### config.mk
export PLATFORM = sky130hd
export DESIGN_NAME = if_fetch_unit_flat
export DESIGN_NICKNAME = d
export VERILOG_FILES = /design/src/rtl/if_fetch_unit_if.sv /design/src/rtl/if_fetch_unit.sv /design/src/flat_wrapper.sv
export SDC_FILE = /design/constraint.sdc
export NUM_CORES = 1
export LEC_CHECK = 0
export ABC_AREA = 1
export CAP_MARGIN = 20
export CORE_MARGIN = 2
export CORE_UTILIZATION = 55
export DETAILED_ROUTE_END_ITERATION = 16
export PLACE_DENSITY = 0.79
export SYNTH_ARGS = -nofsm -noshare
export SYNTH_HDL_FRONTEND = slang
export SYNTH_SLANG_ARGS = --single-unit
### constraint.sdc
create_clock -name clk -period 2.7 [get_ports clk]
set_input_delay 0.405 -clock clk [delete_from_list [all_inputs] [get_ports clk]]
set_output_delay 0.405 -clock clk [all_outputs]
set_load 0.005 [all_outputs]
### src/rtl/if_fetch_unit_if.sv
// Bus bundle for the instruction-fetch unit: arbiter IF port plus the decode handshake.
// The fetch unit is the master; the arbiter/decode environment is the slave.
interface if_fetch_unit_if;
    logic       req_if;
    logic       if_read;
    logic [7:0] if_addr;
    logic       granted_to_if;
    logic       stall_if;
    logic [7:0] mem_rdata;
    logic       instr_valid;
    logic [7:0] instr;
    logic [7:0] instr_pc;
    logic       instr_ready;

    modport master (
        output req_if, if_read, if_addr, instr_valid, instr, instr_pc,
        input  granted_to_if, stall_if, mem_rdata, instr_ready
    );

    modport slave (
        input  req_if, if_read, if_addr, instr_valid, instr, instr_pc,
        output granted_to_if, stall_if, mem_rdata, instr_ready
    );
endinterface

### src/rtl/if_fetch_unit.sv
// Instruction-fetch front end: owns the PC, fetches through the arbiter, buffers bytes for decode.
// Optional macro IF_PERF_CNT_EN adds a saturating stall_cycles counter output.
module if_fetch_unit #(
    parameter int         DEPTH    = 4,
    parameter logic [7:0] RESET_PC = 8'h00
) (
    input  logic           clk,
    input  logic           reset,
    input  logic           redirect_valid,
    input  logic [7:0]     redirect_pc,
    if_fetch_unit_if.master bus
`ifdef IF_PERF_CNT_EN
    ,
    output logic [15:0]    stall_cycles
`endif
);
    localparam int PW = (DEPTH > 1) ? $clog2(DEPTH) : 1;
    localparam int CW = PW + 1;
    localparam logic [CW-1:0] DEPTH_C = CW'(DEPTH);

    typedef enum logic [1:0] {ST_RUN, ST_FULL, ST_REDIRECT} state_e;

    state_e        state_q, state_d;
    logic [7:0]    pc_q, pc_d;
    logic [CW-1:0] count_q, count_d;
    logic          inflight_q, inflight_d;
    logic [7:0]    inflight_addr_q;
    logic [PW-1:0] wr_ptr_q, wr_ptr_d;
    logic [PW-1:0] rd_ptr_q, rd_ptr_d;
    logic [7:0]    addr_mem [DEPTH];
    logic [7:0]    data_mem [DEPTH];

    logic req, grant, push, pop, drop, head_valid;

    // count+inflight is the number of slots already promised; never request past DEPTH.
    assign req        = reset && (state_q == ST_RUN) && ((count_q + CW'(inflight_q)) < DEPTH_C);
    assign grant      = req && bus.granted_to_if && !bus.stall_if;
    assign drop       = redirect_valid;
    assign head_valid = (count_q != '0);
    assign pop        = head_valid && bus.instr_ready && !drop;
    assign push       = inflight_q && !drop;

    always_comb begin
        pc_d       = pc_q;
        count_d    = count_q;
        inflight_d = grant;
        wr_ptr_d   = wr_ptr_q;
        rd_ptr_d   = rd_ptr_q;
        if (drop) begin
            // Clearing inflight here discards the return of a grant made this cycle.
            pc_d       = redirect_pc;
            count_d    = '0;
            inflight_d = 1'b0;
            wr_ptr_d   = '0;
            rd_ptr_d   = '0;
        end else begin
            if (grant) begin
                pc_d = pc_q + 8'd1;
            end
            count_d  = count_q + CW'(push) - CW'(pop);
            wr_ptr_d = wr_ptr_q + PW'(push);
            rd_ptr_d = rd_ptr_q + PW'(pop);
        end
    end

    always_comb begin
        state_d = state_q;
        case (state_q)
            ST_RUN:      if ((count_d + CW'(inflight_d)) == DEPTH_C) state_d = ST_FULL;
            ST_FULL:     if ((count_d + CW'(inflight_d)) < DEPTH_C) state_d = ST_RUN;
            ST_REDIRECT: state_d = ST_RUN;
            default:     state_d = ST_RUN;
        endcase
        if (redirect_valid) begin
            state_d = ST_REDIRECT;
        end
    end

    always_ff @(posedge clk) begin
        if (!reset) begin
            state_q         <= ST_RUN;
            pc_q            <= RESET_PC;
            count_q         <= '0;
            inflight_q      <= 1'b0;
            inflight_addr_q <= 8'h00;
            wr_ptr_q        <= '0;
            rd_ptr_q        <= '0;
        end else begin
            state_q    <= state_d;
            pc_q       <= pc_d;
            count_q    <= count_d;
            inflight_q <= inflight_d;
            wr_ptr_q   <= wr_ptr_d;
            rd_ptr_q   <= rd_ptr_d;
            if (grant) begin
                inflight_addr_q <= pc_q;
            end
        end
    end

    always_ff @(posedge clk) begin
        if (reset && push) begin
            addr_mem[wr_ptr_q] <= inflight_addr_q;
            data_mem[wr_ptr_q] <= bus.mem_rdata;
        end
    end

    assign bus.req_if      = req;
    assign bus.if_read     = req;
    assign bus.if_addr     = req ? pc_q : 8'h00;
    assign bus.instr_valid = head_valid;
    assign bus.instr       = head_valid ? data_mem[rd_ptr_q] : 8'h00;
    assign bus.instr_pc    = head_valid ? addr_mem[rd_ptr_q] : 8'h00;

    a_no_overflow: assert property (@(posedge clk) disable iff (!reset)
        !(push && !pop && (count_q == DEPTH_C)));

`ifdef IF_PERF_CNT_EN
    logic [15:0] stall_cycles_q;

    always_ff @(posedge clk) begin
        if (!reset) begin
            stall_cycles_q <= 16'h0000;
        end else if (req && (bus.stall_if || !bus.granted_to_if) && (stall_cycles_q != 16'hFFFF)) begin
            stall_cycles_q <= stall_cycles_q + 16'd1;
        end
    end

    assign stall_cycles = stall_cycles_q;
`endif
endmodule

### src/flat_wrapper.sv
// flat-port wrapper written by rule: the top's interface ports become plain ports
module if_fetch_unit_flat 
#(
    parameter int         DEPTH    = 4,
    parameter logic [7:0] RESET_PC = 8'h00
)
  (clk, reset, redirect_valid, redirect_pc, bus_req_if, bus_if_read, bus_if_addr, bus_instr_valid, bus_instr, bus_instr_pc, bus_granted_to_if, bus_stall_if, bus_mem_rdata, bus_instr_ready);
  if_fetch_unit_if bus_i ();
  input  logic clk;
  input  logic reset;
  input  logic redirect_valid;
  input  logic [7:0] redirect_pc;
  output wire logic [$bits(bus_i.req_if)-1:0] bus_req_if;
  output wire logic [$bits(bus_i.if_read)-1:0] bus_if_read;
  output wire logic [$bits(bus_i.if_addr)-1:0] bus_if_addr;
  output wire logic [$bits(bus_i.instr_valid)-1:0] bus_instr_valid;
  output wire logic [$bits(bus_i.instr)-1:0] bus_instr;
  output wire logic [$bits(bus_i.instr_pc)-1:0] bus_instr_pc;
  input wire logic [$bits(bus_i.granted_to_if)-1:0] bus_granted_to_if;
  input wire logic [$bits(bus_i.stall_if)-1:0] bus_stall_if;
  input wire logic [$bits(bus_i.mem_rdata)-1:0] bus_mem_rdata;
  input wire logic [$bits(bus_i.instr_ready)-1:0] bus_instr_ready;
  assign bus_req_if = bus_i.req_if;
  assign bus_if_read = bus_i.if_read;
  assign bus_if_addr = bus_i.if_addr;
  assign bus_instr_valid = bus_i.instr_valid;
  assign bus_instr = bus_i.instr;
  assign bus_instr_pc = bus_i.instr_pc;
  assign bus_i.granted_to_if = bus_granted_to_if;
  assign bus_i.stall_if = bus_stall_if;
  assign bus_i.mem_rdata = bus_mem_rdata;
  assign bus_i.instr_ready = bus_instr_ready;
  if_fetch_unit #(.DEPTH(DEPTH), .RESET_PC(RESET_PC)) u_core (.clk(clk), .reset(reset), .redirect_valid(redirect_valid), .redirect_pc(redirect_pc), .bus(bus_i));
endmodule
Word-level counts from Yosys, hierarchy flattened
Memories as Yosys holds them, arrays and structs flattened. A register that Yosys moved wholly into a read port is not among the register bits. Index checks and enable logic that the tools add are counted.

Bitwise logic cells: 1. Eq/ne operators: 6. Multiplexer cells: 15. Add/sub/neg operators: 7. Magnitude comparators: 2. Reduce and logical (&&, ||, !) cells: 16.

Operator list (count): $mux 8 (5); $mux 2 (5); $add 3x1->3 (3); $add 8x1->8 const B (1); $logic_and 1x1->1 (8); $lt 3x3->1 const B (2); $add 2x1->2 (2); $pmux 2 s2 (1); $reduce_and 2->1 (2); $eq 3x3->1 const B (1); $mux 1 (3); $mux 3 (1); $ne 3x2->1 const B (1); $ne 3x3->1 const B (1); $reduce_bool 3->1 (1); $sub 3x1->3 (1); $eq 2x1->1 const B (1); $logic_not 1->1 (2); $logic_not 2->1 (1); $ne 2x1->1 const B (1); $ne 2x2->1 const B (1); $reduce_bool 2->1 (1); $reduce_or 2->1 (1); $not 1->1 (1).

Input bits: 22. RAM bits: 64. Output and inout port bits: 27. Memories: 2. Word-level logic and storage cells: 57. Flip-flop bits (word level): 26.

Memory list: u_core.addr_mem (words 4, bits a word 8, rd ports 1, clocked after Yosys merged registers in 1, write ports 1, line if_fetch_unit.sv:30) `logic [7:0] addr_mem [DEPTH];`; u_core.data_mem (words 4, bits a word 8, rd ports 1, clocked after Yosys merged registers in 1, write ports 1, line if_fetch_unit.sv:31) `logic [7:0] data_mem [DEPTH];`.

Depth between registers and ports, before layout
Depth after elaboration: 11. Mapped depth: 14. Gate-level depth less buffers: 14.

Least setup slack after synthesis
Ideal clock, no wire load.

Path type: input port to flip-flop. From: in reset. To: mem u_core.addr_mem[0][0] (enable). Setup slack: 0.223 ns. Library setup time: 0.409 ns. Stages: 5. Required time: 2.291 ns. Buffers on the path: 1. Arrival: 2.067 ns. Cell sequence: buf_2 inv_2 nor2_2 nand2_1 nor3_1.

Cells in the longest elaborated chain, start to end: 3.

Ends and longest elaborated chain: from (decl) (line flat_wrapper.sv:10) `input logic reset;`; $logic_and 1x1->1 (line if_fetch_unit.sv:102) `if (reset && push) begin`; $mux 1 (line if_fetch_unit.sv:102); $mux 1 (not written as such) (line if_fetch_unit.sv:103) `addr_mem[wr_ptr_q] <= inflight_addr_q;`; to (decl) (line if_fetch_unit.sv:30).

Every way passes these cells.

Worst setup path in the final report
From: in reset. To: out bus_req_if.

Cells in the longest elaborated chain, start to end: 2.

Ends and longest elaborated chain: $logic_and 1x1->1 (2 in a row) (line if_fetch_unit.sv:36) `assign req = reset && (state_q == ST_RUN) && ((count_q + CW'(inflight_q)) < DEPTH_C);`; to (decl) (line flat_wrapper.sv:13) `output wire logic [$bits(bus_i.req_if)-1:0] bus_req_if;`.

Every way passes these cells.

==> impl_metrics.json <==
{
  "switching_share": 0.2303,
  "p_switching_mw": 0.5682,
  "cts.htree.levels": 3,
  "hold_start": "u_core.state_q[1]",
  "synthCells": 402,
  "worstPathArrival_ns": 2.10,
  "hold_class": "reg2reg",
  "syn_to_final_growth_pct": 20.95,
  "nNetsFinal": 487,
  "synth_largest_area_cell": "edfxtp_1",
  "clk_latency_ns": 0.35,
  "crit_path_start": "reset",
  "maxSlewViolCount": 0,
  "drtIter0Drc": 172,
  "cp-start-kind": "input pin",
  "r2r_setup_slack_ns": 0.33,
  "slowest_stage": "clkdlybuf4s50_1",
  "synth_top_area_frac": 0.4898,
  "p_clk_frac": 0.331,
  "fin_worst_skew_ns": 0.01213,
  "reg2reg_from": "u_core.count_q[1]",
  "r2r_end": "u_core.state_q[0]",
  "relSlewSlack": 0.6899,
  "std_cell_rows": 30,
  "ctsResizeCount": 0,
  "ir_drop_uv": 244.2,
  "place_ws_ns": -0.04252,
  "hold_viol": 0,
  "p_leak_nw": 1.733,
  "synth_area_leaders": "edfxtp_1 (49%), dfxtp_1 (13%), nor2_1 (9.2%), o21ai_0 (4.5%), a21oi_1 (4.3%)",
  "place_area_mm2": 0.004571,
  "overflow": 0,
  "clock_tree.root_cell": "clkbuf_8",
  "fp.dieW_um": 88.47,
  "routedWlPerCell_um": 13.98,
  "antenna_left": 0,
  "setup_violations": 0,
  "clock.fmax_mhz": 399.9,
  "holdPathStages": 3,
  "yosys_most_used_dff": "edfxtp_1",
  "cts_tree": "yes",
  "dieHeight_um": 88.47,
  "grt_pass1_wl_um": 12810,
  "post-route-cell-area_mm2": 0.004746,
  "worstPathRequired_ns": 2.30,
  "critPathKind": "in2out",
  "grt_use_total": 0.2161,
  "clk_pin_slew_ns": 0.09,
  "vias_per_cell": 5.209,
  "place.port_buffers": 48,
  "final_layout_size_suffix_gt1_frac": 0.1142,
  "coreArea_mm2": 0.006832,
  "hpwlAfterDp_um": 5140,
  "ys_top_cells_by_count": "nor2_1 (96), edfxtp_1 (64), nand2_1 (41)",
  "powerDensity_mw_per_mm2": 519.8,
  "ys_ff_latch": 90,
  "synth_edf_count": 64,
  "drv_cap": 0,
  "drtPass1Iterations": 4,
  "place.gp.congestion": 0.8758,
  "n_antenna_cell": 0,
  "synth_warnings": 0,
  "timing.final.crit_period_ns": 2.501,
  "grt_pass1_vias": 2813,
  "cpPeakStageDelay_ns": 0.55,
  "postCtsSetupBuffers": 0,
  "cts_buffers": 9,
  "io_pins": 49,
  "finalWirelength_um": 7831,
  "p_comb_frac": 0.057,
  "synth.avg_cell_area_um2": 9.761,
  "r2r_cells": 14,
  "hold_buffers": 0,
  "synth_cell_types": 30,
  "yosysMostFrequentCell": "nor2_1",
  "p_int_mw": 1.899,
  "vias": 2917,
  "fin_ws_ns": 0.1991,
  "finalCritPeriodShare": 0.9262,
  "ys_seq_area_frac": 0.6224,
  "cts_sinks": 90,
  "antenna_found_initial": 0,
  "synth_area_mm2": 0.003924,
  "endpoint_kind": "output pin",
  "drcViolationCount": 0,
  "tightestPinTransition_ns": 0.4645,
  "p_seq_frac": 0.611,
  "cpMostUsedCell": "clkdlybuf4s50_1",
  "initial_core_util": 0.5744,
  "status": "complete, no violations",
  "rsz0062_at_grt": "false",
  "synthArstFlopShare": 0,
  "cp_max_fo": 10,
  "whs_endpoint": "u_core.state_q[0]",
  "grt_max_degree": 33,
  "worstPathCellList": "clkdlybuf4s50_1, nand3_1, nor2_2, nand2_2, inv_2, clkdlybuf4s50_1",
  "synth_nets": 430,
  "cts_buffer_depth": 2,
  "die_area_mm2": 0.007826
}
-- worst max path at each step --
stage,endpoint,slack [ns],cells after the start
6_report,bus_req_if,0.20,6
5_1_grt,u_core.state_q[0],0.10,14
4_1_cts,bus_req_if,0.20,6
3_5_place_dp,u_core.state_q[0],-0.04,14
3_3_place_gp,u_core.state_q[0],0.12,14
2_1_floorplan,u_core.addr_mem[0][0],0.22,5
-- area by class of cell --
type	instances	area (um^2)
clock buffers	9	123.9
clock inverters	7	51.30
fillers	524	2086
inverters	29	108.9
multi-input cells	264	1291
flip-flops and latches	90	2442
well taps	96	120.1
repair buffers	65	608.1
-- kinds of logic after synthesis --
| family | Yosys count | share of synthesized area |
|---|---|---|
| xor gates and xnor gates | 4 | 0.008930 |
| and+or+nand+nor | 171 | 0.1856 |
| adders and majority gates | 6 | 0.02105 |
| buffers and inverters | 48 | 0.05357 |
| DFF | 90 | 0.6224 |
| AOI/OAI and AO/OA | 83 | 0.1084 |
-- registers in the layout, summed over array words and instances (netlist names) --
signal / flops
u_core.pc_q: 8
u_core.inflight_q: 1
u_core.state_q: 2
u_core.addr_mem: 32
u_core.rd_ptr_q: 2
u_core.count_q: 3
u_core.inflight_addr_q: 8
u_core.data_mem: 32
u_core.wr_ptr_q: 2
-- placed cells by master (no fill, tap or decap), types with 2 or more instances in the layout --
cell type        count
inv_1               24
o21ai_1             11
nand2_1             41
nand2_4              2
nor2_2               4
buf_4               17
xnor2_1              2
inv_2                5
clkbuf_8             9
a21oi_1             34
nand3_1             19
nor2_1              96
dfxtp_1             26
nor3_2               4
edfxtp_1            64
o21ai_2              2
xor2_1               2
ha_1                 5
clkdlybuf4s50_1     48
inv_6                3
o21ai_0             35
-- stage by stage --
| stage | utilization | std cells | power, mW | hold slack (ns) | setup TNS [ns] |
|---|---|---|---|---|---|
| final | 0.6947 | 560 | 2.467 | 0.5137 | 0 |
| after global routing | 0.6947 | 560 | 2.569 | 0.5297 | 0 |
| after CTS | 0.6947 | 560 | 2.492 | 0.5102 | 0 |
| after detailed placement | 0.6690 | 544 | 1.680 | 0.4976 | -0.04252 |
| after global placement | 0.6690 | 544 | 1.675 | 0.4852 | 0 |
| after floorplan | - | 402 | 1.610 | 0.4609 | 0 |
-- power by group through the flow --
stage / combinational, mW / clock [mW] / sequential (mW)
6_report: 0.141 / 0.817 / 1.51
5_1_grt: 0.159 / 0.899 / 1.51
4_1_cts: 0.142 / 0.842 / 1.51
3_5_place_dp: 0.141 / 0 / 1.54
3_3_place_gp: 0.137 / 0 / 1.54
2_1_floorplan: 0.0793 / 0 / 1.53
-- critical path: cells and delay by family --
| family | cells | cell delay [ns] |
|---|---|---|
| buf+inv | 3 | 1.22 |
| simple gates | 3 | 0.46 |
-- layer usage --
metal	share of wire	vias up	GRT usage
met5	0	-	0
met4	0.0050	0	0.08402
met3	0.051	4	0.05224
met2	0.51	87	0.3643
met1	0.44	1358	0.2708
li1	-	1468	-
No activity file was read; power rests on OpenSTA's default activity.
